## config.mk

```make
export PLATFORM = sky130hd
export DESIGN_NAME = uart_rx_fifo_flat
export DESIGN_NICKNAME = d
export VERILOG_FILES = /design/src/rtl/uart_rx_fifo_if.sv /design/src/rtl/uart_rx_fifo.sv /design/src/flat_wrapper.sv
export SDC_FILE = /design/constraint.sdc
export NUM_CORES = 1
export LEC_CHECK = 0
export ABC_AREA = 1
export CAP_MARGIN = 20
export CORE_UTILIZATION = 60
export CTS_BUF_LIST = sky130_fd_sc_hd__clkbuf_4 sky130_fd_sc_hd__clkbuf_8
export DETAILED_ROUTE_END_ITERATION = 10
export HOLD_SLACK_MARGIN = 0.15
export PLACE_DENSITY = 0.8
export REMOVE_ABC_BUFFERS = 1
export SLEW_MARGIN = 20
export SYNTH_ARGS = -nofsm -noshare
export SYNTH_HDL_FRONTEND = slang
export SYNTH_SLANG_ARGS = --single-unit
export TNS_END_PERCENT = 20
```

## constraint.sdc

```tcl
create_clock -name clk -period 2.4 [get_ports clk]
set_input_delay 0.72 -clock clk [delete_from_list [all_inputs] [get_ports clk]]
set_output_delay 0.72 -clock clk [all_outputs]
set_load 0.01 [all_outputs]
```

## src/rtl/uart_rx_fifo_if.sv

```systemverilog
// rtl/uart_rx_fifo_if.sv - receiver-side and bus-side signal bundle for uart_rx_fifo
interface uart_rx_fifo_if #(
  parameter int DEPTH = 16
);
  logic [7:0]               rx_byte;
  logic                     rx_strobe;
  logic                     rx_frame_error;
  logic                     pop;
  logic                     clear_flags;
  logic                     irq_enable;
  logic [7:0]               dout;
  logic                     not_empty;
  logic                     full;
  logic [$clog2(DEPTH):0]   count;
  logic                     overrun;
  logic                     frame_error;
  logic                     irq;

  modport master (
    output rx_byte, rx_strobe, rx_frame_error, pop, clear_flags, irq_enable,
    input  dout, not_empty, full, count, overrun, frame_error, irq
  );

  modport slave (
    input  rx_byte, rx_strobe, rx_frame_error, pop, clear_flags, irq_enable,
    output dout, not_empty, full, count, overrun, frame_error, irq
  );
endinterface

```

## src/rtl/uart_rx_fifo.sv

```systemverilog
// rtl/uart_rx_fifo.sv - first-word-fall-through receive byte FIFO with sticky error flags and irq
module uart_rx_fifo #(
  parameter int DEPTH     = 16,
  parameter int IRQ_LEVEL = 8
) (
  input  logic           clk,
  input  logic           reset,
  uart_rx_fifo_if.slave  bus
);
  localparam int            AW         = $clog2(DEPTH);
  localparam logic [AW:0]   FULL_COUNT = (AW+1)'(DEPTH);
  localparam logic [AW:0]   IRQ_COUNT  = (AW+1)'(IRQ_LEVEL);

  logic [7:0]    mem [DEPTH];
  logic [AW-1:0] wr_ptr;
  logic [AW-1:0] rd_ptr;
  logic [AW:0]   cnt;
  logic          overrun_q;
  logic          frame_error_q;
  logic          irq_q;
  logic          is_empty;
  logic          is_full;
  logic          do_push;
  logic          do_pop;
  logic          overrun_set;

  // A push into a full FIFO is accepted only when a pop frees the head slot in the same cycle.
  always_comb begin
    is_empty    = (cnt == '0);
    is_full     = (cnt == FULL_COUNT);
    do_pop      = bus.pop && !is_empty;
    do_push     = bus.rx_strobe && (!is_full || bus.pop);
    overrun_set = bus.rx_strobe && is_full && !bus.pop;
  end

  always_ff @(posedge clk) begin
    if (do_push) begin
      mem[wr_ptr] <= bus.rx_byte;
    end
  end

  always_ff @(posedge clk) begin
    if (reset) begin
      wr_ptr        <= '0;
      rd_ptr        <= '0;
      cnt           <= '0;
      overrun_q     <= 1'b0;
      frame_error_q <= 1'b0;
      irq_q         <= 1'b0;
    end else begin
      if (do_push) begin
        wr_ptr <= wr_ptr + 1'b1;
      end
      if (do_pop) begin
        rd_ptr <= rd_ptr + 1'b1;
      end
      case ({do_push, do_pop})
        2'b10:   cnt <= cnt + 1'b1;
        2'b01:   cnt <= cnt - 1'b1;
        default: cnt <= cnt;
      endcase
      // A set event in the same cycle as clear_flags leaves the flag high.
      overrun_q     <= overrun_set || (overrun_q && !bus.clear_flags);
      frame_error_q <= bus.rx_frame_error || (frame_error_q && !bus.clear_flags);
      irq_q         <= bus.irq_enable && ((cnt >= IRQ_COUNT) || overrun_q || frame_error_q);
    end
  end

  assign bus.dout        = is_empty ? 8'h00 : mem[rd_ptr];
  assign bus.not_empty   = !is_empty;
  assign bus.full        = is_full;
  assign bus.count       = cnt;
  assign bus.overrun     = overrun_q;
  assign bus.frame_error = frame_error_q;
  assign bus.irq         = irq_q;
endmodule

```

## src/flat_wrapper.sv

```systemverilog
// flat-port wrapper written by rule: the top's interface ports become plain ports
module uart_rx_fifo_flat 
#(
  parameter int DEPTH     = 16,
  parameter int IRQ_LEVEL = 8
)
  (clk, reset, bus_rx_byte, bus_rx_strobe, bus_rx_frame_error, bus_pop, bus_clear_flags, bus_irq_enable, bus_dout, bus_not_empty, bus_full, bus_count, bus_overrun, bus_frame_error, bus_irq);
  uart_rx_fifo_if #(.DEPTH(DEPTH)) bus_i ();
  input  logic clk;
  input  logic reset;
  input wire logic [$bits(bus_i.rx_byte)-1:0] bus_rx_byte;
  input wire logic [$bits(bus_i.rx_strobe)-1:0] bus_rx_strobe;
  input wire logic [$bits(bus_i.rx_frame_error)-1:0] bus_rx_frame_error;
  input wire logic [$bits(bus_i.pop)-1:0] bus_pop;
  input wire logic [$bits(bus_i.clear_flags)-1:0] bus_clear_flags;
  input wire logic [$bits(bus_i.irq_enable)-1:0] bus_irq_enable;
  output wire logic [$bits(bus_i.dout)-1:0] bus_dout;
  output wire logic [$bits(bus_i.not_empty)-1:0] bus_not_empty;
  output wire logic [$bits(bus_i.full)-1:0] bus_full;
  output wire logic [$bits(bus_i.count)-1:0] bus_count;
  output wire logic [$bits(bus_i.overrun)-1:0] bus_overrun;
  output wire logic [$bits(bus_i.frame_error)-1:0] bus_frame_error;
  output wire logic [$bits(bus_i.irq)-1:0] bus_irq;
  assign bus_i.rx_byte = bus_rx_byte;
  assign bus_i.rx_strobe = bus_rx_strobe;
  assign bus_i.rx_frame_error = bus_rx_frame_error;
  assign bus_i.pop = bus_pop;
  assign bus_i.clear_flags = bus_clear_flags;
  assign bus_i.irq_enable = bus_irq_enable;
  assign bus_dout = bus_i.dout;
  assign bus_not_empty = bus_i.not_empty;
  assign bus_full = bus_i.full;
  assign bus_count = bus_i.count;
  assign bus_overrun = bus_i.overrun;
  assign bus_frame_error = bus_i.frame_error;
  assign bus_irq = bus_i.irq;
  uart_rx_fifo #(.DEPTH(DEPTH), .IRQ_LEVEL(IRQ_LEVEL)) u_core (.clk(clk), .reset(reset), .bus(bus_i));
endmodule
```

# [Yosys cells after proc, flatten, opt, wreduce, memory -nomap -nowiden]
# Memory sizes are Yosys's and may differ from the RTL's. A register that Yosys moved wholly into a read port is not among the register bits.
# Index checks and enable logic that the tools add are counted.
[word_totals] reg_bits=16 mem_bits_rw=128 memories=1
[mem_list] memory="u_core.mem" words=16 width=8 read_ports=1 rd_ports_with_merged_regs=1 wr=1 line="uart_rx_fifo.sv:14" text="logic [7:0] mem [DEPTH];"
[classes] mux=6 n_reduce_logical=18 magnitude_cmp=1 n_addsub=4 eq_ne=3
[ops] operator="case mux 5 bit (2 select lines)" count=1
[ops] operator="adder 4 x 1 -> 4 bit (second input constant)" count=2
[ops] operator="2-to-1 mux 4 bit" count=2
[ops] operator="2-to-1 mux 8 bit" count=1
[ops] operator="logical AND 1 bit" count=7
[ops] operator="adder 5 x 1 -> 5 bit (second input constant)" count=1
[ops] operator="== test 5 bit (second input constant)" count=1
[ops] operator="greater-or-equal comparator 5 x 4 -> 1 bit (second input constant)" count=1
[ops] operator="logical NOT 5 bit" count=1
[ops] operator="logical OR 1 bit" count=5
[ops] operator="subtractor 5 x 1 -> 5 bit (second input constant)" count=1
[ops] operator="logical NOT 1 bit" count=4
[ops] operator="== test 2 x 1 -> 1 bit (second input constant)" count=1
[ops] operator="== test 2 bit (second input constant)" count=1
[ops] operator="2-to-1 mux 1 bit" count=2
[ops] operator="nonzero test 2 bit" count=1

# [Logic depth before layout (Yosys ltp)]
# Gate-level depths: netlist (run 1).
[depth] ltp_word=6 depth_mapped=17 depth_no_buf=17

# [Worst setup path before layout (run 1)]
# Ideal clock, no wire load.
[synth_path] path_type="input-to-reg" start="input bus_pop" end="register u_core.cnt[2] (netlist: u_core.bus.count[2])" stages=13 arrival_ns=2.052 t_required_ns=2.285 setup_slack_ns=0.233 n_path_buf=0 cell_sequence="inv_1 nand4_1 nand2_2 ha_1 inv_1 nand2_1 nand2_1 ha_1 inv_1 nand2_1 xor2_1 o21ai_0 inv_1"
[synth_via] elab_chain_cells=4 word_cells_on_any_way=7 cone_classes="eq/ne: 2; mux: 1; reduce/logical: 4"
[synth_lines] element="from (decl)" line="flat_wrapper.sv:14" text="input wire logic [$bits(bus_i.pop)-1:0] bus_pop;"
[synth_lines] element="logical OR 1 bit" line="uart_rx_fifo.sv:32" text="do_push = bus.rx_strobe && (!is_full || bus.pop);"
[synth_lines] element="logical AND 1 bit" line="uart_rx_fifo.sv:32"
[synth_lines] element="== test 2 x 1 -> 1 bit / == test 2 bit (equally long branches)" line="uart_rx_fifo.sv:57" text="case ({do_push, do_pop})"
[synth_lines] element="case mux 5 bit (2 select lines) / nonzero test 2 bit (equally long branches)"
[synth_lines] element="to (signal assigned)" line="uart_rx_fifo.sv:58" text="2'b10: cnt <= cnt + 1'b1;"
[synth_lines] element="to (signal assigned)" line="uart_rx_fifo.sv:59" text="2'b01: cnt <= cnt - 1'b1;"
[synth_lines] element="to (signal assigned)" line="uart_rx_fifo.sv:60" text="default: cnt <= cnt;"
[synth_lines] element="to (decl)" line="uart_rx_fifo.sv:17" text="logic [AW:0] cnt;"
# Parallel ways exist; a longest one is shown, timed or not.
# A chain may end at the register's enable or synchronous reset.

==> impl_results.md, run 1 <==
* Row count at 36
* Worst vdd ir at 0.687 mV
* CP bufs+invs at 3
* Hold Buf Count CTS at 0
* Die X at 104 µm
* Place WS at -342 ps
* Final Hold Slack at 490 ps
* Initial antenna violation count at 0
* Static Leak at 3.19 nW
* Vias per cell at 6.40
* CP Class: flop to primary output
* Detail Route Antenna Nets at 0
* Fmax at 364 MHz
* Synth area leaders: edfxtp_1, nand2_1, nand3_1
* Post-layout util at 82.5%
* DP Wirelength at 9540 µm
* Clk sinks at 148
* CP Launch Type: flop
* Synth warn at 0
* Final Hold Viols at 0
* Hold Crit Class: flop to flop
* DR WL/cell at 23.1 µm
* Share of cells above drive strength 1 at 31.8%
* CP max-delay cell: dfxtp_4
* RSZ-0062 raised after global routing: yes
* Total power at 8.55 mW
* Most frequent cells in the layout: nand2_1, edfxtp_1, nand3_1
* Maximum buffer depth of the clock tree at 2
* Nets at 693
* Gr ovfl total at 0
* Setup violators final at 9
* Cell chain of the critical path: buf_12 > buf_12 > nand2_1 > nand3_1 > nand3_1 > nand2_2 > nand2_2 > a21oi_4 > buf_2
* Tot GR Track Use at 31.9%
* Power Density at 1050 nW/µm²
* Final period util at 114%
* Detailed-router iteration count before antenna repair at 5
* CP Data Arrival Time at 2030 ps
* Failing checks: negative setup slack
* Clock-pin slew on the worst setup and hold paths at 80 ps
* Dpl cell area at 6980 µm²
* Vias in the first global route at 4877
* Largest net degree at the start of global routing at 29
* DRT iter0 DRCs at 696
* TritonCTS Buffers at 17
* Clk_lat worst skew at 440 ps
* GPL Wtd Cong at 0.867
* Die area at 10800 µm²
* Core Region at 9910 µm²
* Worst-path fanout max at 8
* Worst-case clock skew at 12.9 ps
* Syn Std Cell Area at 6210 µm²
* Delay-heaviest family, CP: simple AND/OR/NAND/NOR gates
* Final Instance Count excl. Fillers at 816
* Crit end category: primary output
* H-tree levels at 4
* Critical Path RT at 1680 ps
* Most common cell after layout, fill and taps aside: nand2_1
* CP max stage delay at 400 ps
* Cell count after placement at 769
* Tightest Pin Transition at 687 ps
* Synth area leader: edfxtp_1
* Routed vias at 5221
* Status: finished with violations
* Cell count after synthesis at 575
* Initial core utilization at 62.6%
* Max Cap Viol at 0
* FF/Latch Area at 4250 µm²
* Final count of pins violating max slew at 0
* Routed wire length at 18900 µm
* Synth cell types at 20
* Max_slew headroom at 54.0%
* Worst setup margin at -346 ps
* CTS tree: built
* Num ports at 33
* Fill count at 459
* Synth top area share at 61.9%
* Syn_area_per_cell at 10.8 µm²
* TNS Setup at -2180 ps
* Multi-input combinational cell area at 2110 µm²
* Layout area overhead at 31.7%
* Period minus WS final at 2750 ps
* Drc violations at 0
* Synth Register Bits at 148
* Diodes inserted at 0
* Die H at 104 µm
* Global-route wire length before repair at 25600 µm
* Final instance area at 8170 µm²
* IO Port Bufs at 32
* Sequential share of the synthesized area at 68.4%
* CTS root buf: clkbuf_8
[layer usage]
layer  global-route usage [%]  routed length (µm)  up-vias
li1                         -                   -     2164
met1                     36.2                6230     2476
met2                     55.8                9300      459
met3                     7.74                2020      122
met4                     16.7                1320        0
met5                        0                   0        -
[logic make-up after synthesis]
kind of cell               count (synthesis)  share of synthesized area [%]
DFF                                      148                           68.4
adders and majority gates                  8                           1.61
AOI/OAI and AO/OA                         34                           2.76
and+or+nand+nor                          329                           22.2
xor gates and xnor gates                   5                          0.706
buffers and inverters                     51                           4.39
[report_power, final]
group	switching [mW]	total, mW	internal [mW]
registers	0.0872	3.00	2.91
clock network	0.930	2.16	1.24
logic	1.99	3.38	1.39
total	3.01	8.55	5.54
[flip-flops by register name (all words and copies together), names as in the netlist, named ones only]
| signal | count |
|---|---|
| u_core.rd_ptr | 4 |
| u_core.wr_ptr | 4 |
| u_core.mem | 128 |
| u_core.bus.overrun | 1 |
| u_core.bus.frame_error | 1 |
| u_core.bus.count | 5 |
| u_core.bus.irq | 1 |
[cell type report]
type / instances / area share, %
clock buffers: 23 / 3.57
clock inverters: 9 / 1.85
inverters: 26 / 1.35
multi-input cells: 376 / 25.8
flip-flops and latches: 148 / 52.0
well taps: 133 / 2.04
repair buffers: 100 / 13.2
repair inverters: 1 / 0.199
[final timing paths]
| kind | start | to | slack [ps] | cells after the start |
|---|---|---|---|---|
| hold reg to reg | u_core.bus.overrun$_SDFF_PP0_ | u_core.bus.overrun$_SDFF_PP0_ | 490 | 2 |
| setup reg to reg | u_core.bus.count[0]$_SDFFE_PP0P_ | u_core.bus.count[3]$_SDFFE_PP0P_ | 270 | 15 |
| setup / recovery | flop | bus_dout[6] | -350 | 9 |
| hold / removal | u_core.bus.overrun$_SDFF_PP0_ | u_core.bus.overrun$_SDFF_PP0_ | 490 | 2 |
[synth_stat cells]
library cell,count
a21oi_1,23
a31oi_1,1
buf_2,11
buf_4,2
buf_6,8
clkbuf_1,4
dfxtp_1,20
edfxtp_1,128
ha_1,8
inv_1,24
inv_2,2
nand2_1,193
nand2_2,2
nand3_1,106
nand4_1,1
nor2_1,27
o21ai_0,9
o21ai_1,1
xnor2_1,2
xor2_1,3
[worst reg2reg max path: cells and delay by family, from the launching register on]
family / cells / cell delay, ps
fa+ha+maj: 1 / 200
buf+inv: 4 / 400
simple gates: 10 / 1090
flops: 1 / 340
[repair_timing]
item                                    CTS  global route
resized for setup                        87            92
setup buffers                             5             3
pin swaps                                14            34
endpoints found under the hold margin     0             0
cloned                                    4             6
endpoints found under the setup margin   10            11
Note: power is estimated with default switching activity, not from simulation.
==> inputs of run 2 (changes only) <==
--- a/config.mk
+++ b/config.mk
@@ -13,6 +13,7 @@
 export HOLD_SLACK_MARGIN = 0.15
 export PLACE_DENSITY = 0.8
 export REMOVE_ABC_BUFFERS = 1
+export SKIP_LAST_GASP = 1
 export SLEW_MARGIN = 20
 export SYNTH_ARGS = -nofsm -noshare
 export SYNTH_HDL_FRONTEND = slang
==> impl_results.md, run 2 (synthesis results as in run 1) <==
* H-tree levels at 4 (unchanged)
* Fill count at 478 (+4.1%)
* Crit end category: primary output
* Cell chain of the critical path: buf_12 > clkinv_8 > buf_16 > nand2_1 > nand3_1 > nand3_1 > nand2_1 > nand2_1 > a21oi_2 > buf_2
* Hold Buf Count CTS at 0 (unchanged)
* Max Cap Viol at 0 (unchanged)
* Drc violations at 0 (unchanged)
* Global-route wire length before repair at 25200 µm (-1.3%)
* Power Density at 1050 nW/µm² (about the same)
* Hold Crit Class: flop to flop
* Min-Delay Path Depth at 2 (unchanged)
* Status: finished with violations
* Critical Path RT at 1680 ps (about the same)
* Clk_lat worst skew at 450 ps (about the same)
* FF-to-FF setup slack at 120 ps (-150 ps)
* CP Data Arrival Time at 2040 ps (about the same)
* CP Class: flop to primary output
* Hold EP: u_core.bus.overrun$_SDFF_PP0_
* Maximum buffer depth of the clock tree at 2 (unchanged)
* Most frequent cells in the layout: nand2_1, edfxtp_1, nand3_1
* R2R cell count at 17 (+2)
* RR Startpoint: u_core.bus.count[0]$_SDFFE_PP0P_
* Gr ovfl total at 0 (unchanged)
* Worst R2R End: u_core.bus.count[4]$_SDFFE_PP0P_
* CTS root buf: clkbuf_8
* Row count at 36 (unchanged)
* Tightest Pin Transition at 665 ps (-22.6 ps)
* DP Wirelength at 9540 µm (unchanged)
* Detail Route Antenna Nets at 0 (unchanged)
* Place WS at -342 ps (unchanged)
* Die H at 104 µm (unchanged)
* Diodes inserted at 0 (unchanged)
* Clock-pin slew on the worst setup and hold paths at 80 ps (about the same)
* CP max-delay cell: dfxtp_4
* Tot GR Track Use at 31.6% (-0.27 points)
* Share of cells above drive strength 1 at 28.2% (-3.6 points)
* Period minus WS final at 2760 ps (+10.7 ps)
* Worst setup margin at -357 ps (-10.7 ps)
* DRT iter0 DRCs at 699 (+0.43%)
* Largest net degree at the start of global routing at 29 (unchanged)
* Routed wire length at 18400 µm (-2.4%)
* GPL Wtd Cong at 0.867 (unchanged)
* Worst-case clock skew at 10.5 ps (-2.40 ps)
* Die area at 10800 µm² (unchanged)
* Worst-path fanout max at 6 (-2)
* Dpl cell area at 6980 µm² (unchanged)
* Core Region at 9910 µm² (unchanged)
* Most common cell after layout, fill and taps aside: nand2_1
* Setup violators final at 10 (+1)
* Die X at 104 µm (unchanged)
* Initial core utilization at 62.6% (unchanged)
* HP Start: u_core.bus.overrun$_SDFF_PP0_
* Initial antenna violation count at 0 (unchanged)
* Final instance area at 8070 µm² (-1.3%)
* Routed vias at 5113 (-2.1%)
* Final count of pins violating max slew at 0 (unchanged)
* Failing checks: negative setup slack
* Total power at 8.43 mW (-1.3%)
* Max_slew headroom at 55.5% (+1.5 points)
* Reg with most FFs: u_core.mem
* Post-layout util at 81.4% (-1.1 points)
* TritonCTS Buffers at 17 (unchanged)
* Static Leak at 3.15 nW (-1.4%)
* IO Port Bufs at 32 (unchanged)
* Top cell by count, worst path: nand2_1
* DR WL/cell at 22.5 µm (-2.7%)
* CP max stage delay at 380 ps (-20 ps)
* Layout area overhead at 29.9%
* Vias in the first global route at 4838 (-0.80%)
* CTS tree: built
* Max reg flops at 128 (unchanged)
* Num ports at 33 (unchanged)
* Worst vdd ir at 0.675 mV (-1.8%)
* CP Launch Type: flop
* Clk sinks at 148 (unchanged)
* RSZ-0062 raised after global routing: yes
* Final Hold Viols at 0 (unchanged)
* Final Hold Slack at 489 ps (-1.29 ps)
* Final period util at 115% (+0.45 points)
* Nets at 695 (+0.29%)
* Vias per cell at 6.25 (-2.3%)
* Detailed-router iteration count before antenna repair at 5 (unchanged)
* Fmax at 363 MHz (-0.39%)
run 2: cell count changes in the layout (fill, tap and decap cells not counted), moves of 4 or more:
cell,change
buf_4,+4
nand2_1,+4
nand3_1,+20
nand3_2,-22
nand2_2,-4
run 2: worst max path at each step:
stage                                             endpoint  cells past startpoint     from
after floorplan                                bus_dout[0]                      7     flop
after global placement    u_core.bus.count[3]$_SDFFE_PP0P_                     14  bus_pop
after detailed placement  u_core.bus.count[4]$_SDFFE_PP0P_                     17  bus_pop
after CTS                                      bus_dout[1]                      9     flop
after global routing                           bus_dout[7]                     10     flop
final                                          bus_dout[7]                     10     flop
run 2: per-layer routing:
layer | GRT usage (%) | vias to the layer above | part of all wire, %
li1 | - | 2171 | -
met1 | 35.8 | 2389 | 34
met2 | 56.1 | 456 | 51
met3 | 7.87 | 97 | 10
met4 | 14.6 | 0 | 4.8
met5 | 0 | - | 0
run 2: report_power, final:
part           switching (mW)  total, mW  internal, mW  leakage (nW)
Clock                   0.928       2.16          1.23         0.232
Sequential             0.0830       3.00          2.91          1.32
Combinational            1.91       3.27          1.36          1.59
run 2: layout make-up:
class	count	area, µm²	area share, %
clock buffers	23	292	3.61
clock inverters	9	151	1.88
inverters	26	110	1.37
multi-input cells	376	2000	24.8
flip-flops and latches	148	4250	52.7
well taps	133	166	2.06
repair buffers	102	1080	13.4
repair inverters	1	16.3	0.202
run 2: metrics by stage:
step | instances | setup TNS [ps]
after floorplan | 550 | -6580
after global placement | 769 | -9840
after CTS | 810 | -1680
after global routing | 818 | -3590
after detailed placement | 769 | -19530
final | 818 | -2340
run 2: what timing repair did:
item / CTS / global route
endpoints found under the setup margin: 10 / 12
gates cloned: 4 / 5
pin swaps: 11 / 30
resized for setup: 71 / 74
setup buffers: 5 / 6
run 2: critical path, delay by kind of cell, from the launching register on:
kind                   cells  cell delay, ps
buffers and inverters      4             510
AND/OR/NAND/NOR            5             510
flip-flops                 1             380
AO/OA/AOI/OAI              1             180
==> inputs of run 3 (changes only) <==
--- a/config.mk
+++ b/config.mk
@@ -6,7 +6,6 @@
 export NUM_CORES = 1
 export LEC_CHECK = 0
 export ABC_AREA = 1
-export CAP_MARGIN = 20
 export CORE_UTILIZATION = 60
 export CTS_BUF_LIST = sky130_fd_sc_hd__clkbuf_4 sky130_fd_sc_hd__clkbuf_8
 export DETAILED_ROUTE_END_ITERATION = 10
==> results of run 3 <==
The final DEF is identical to that of run 2; final timing and power are the same.
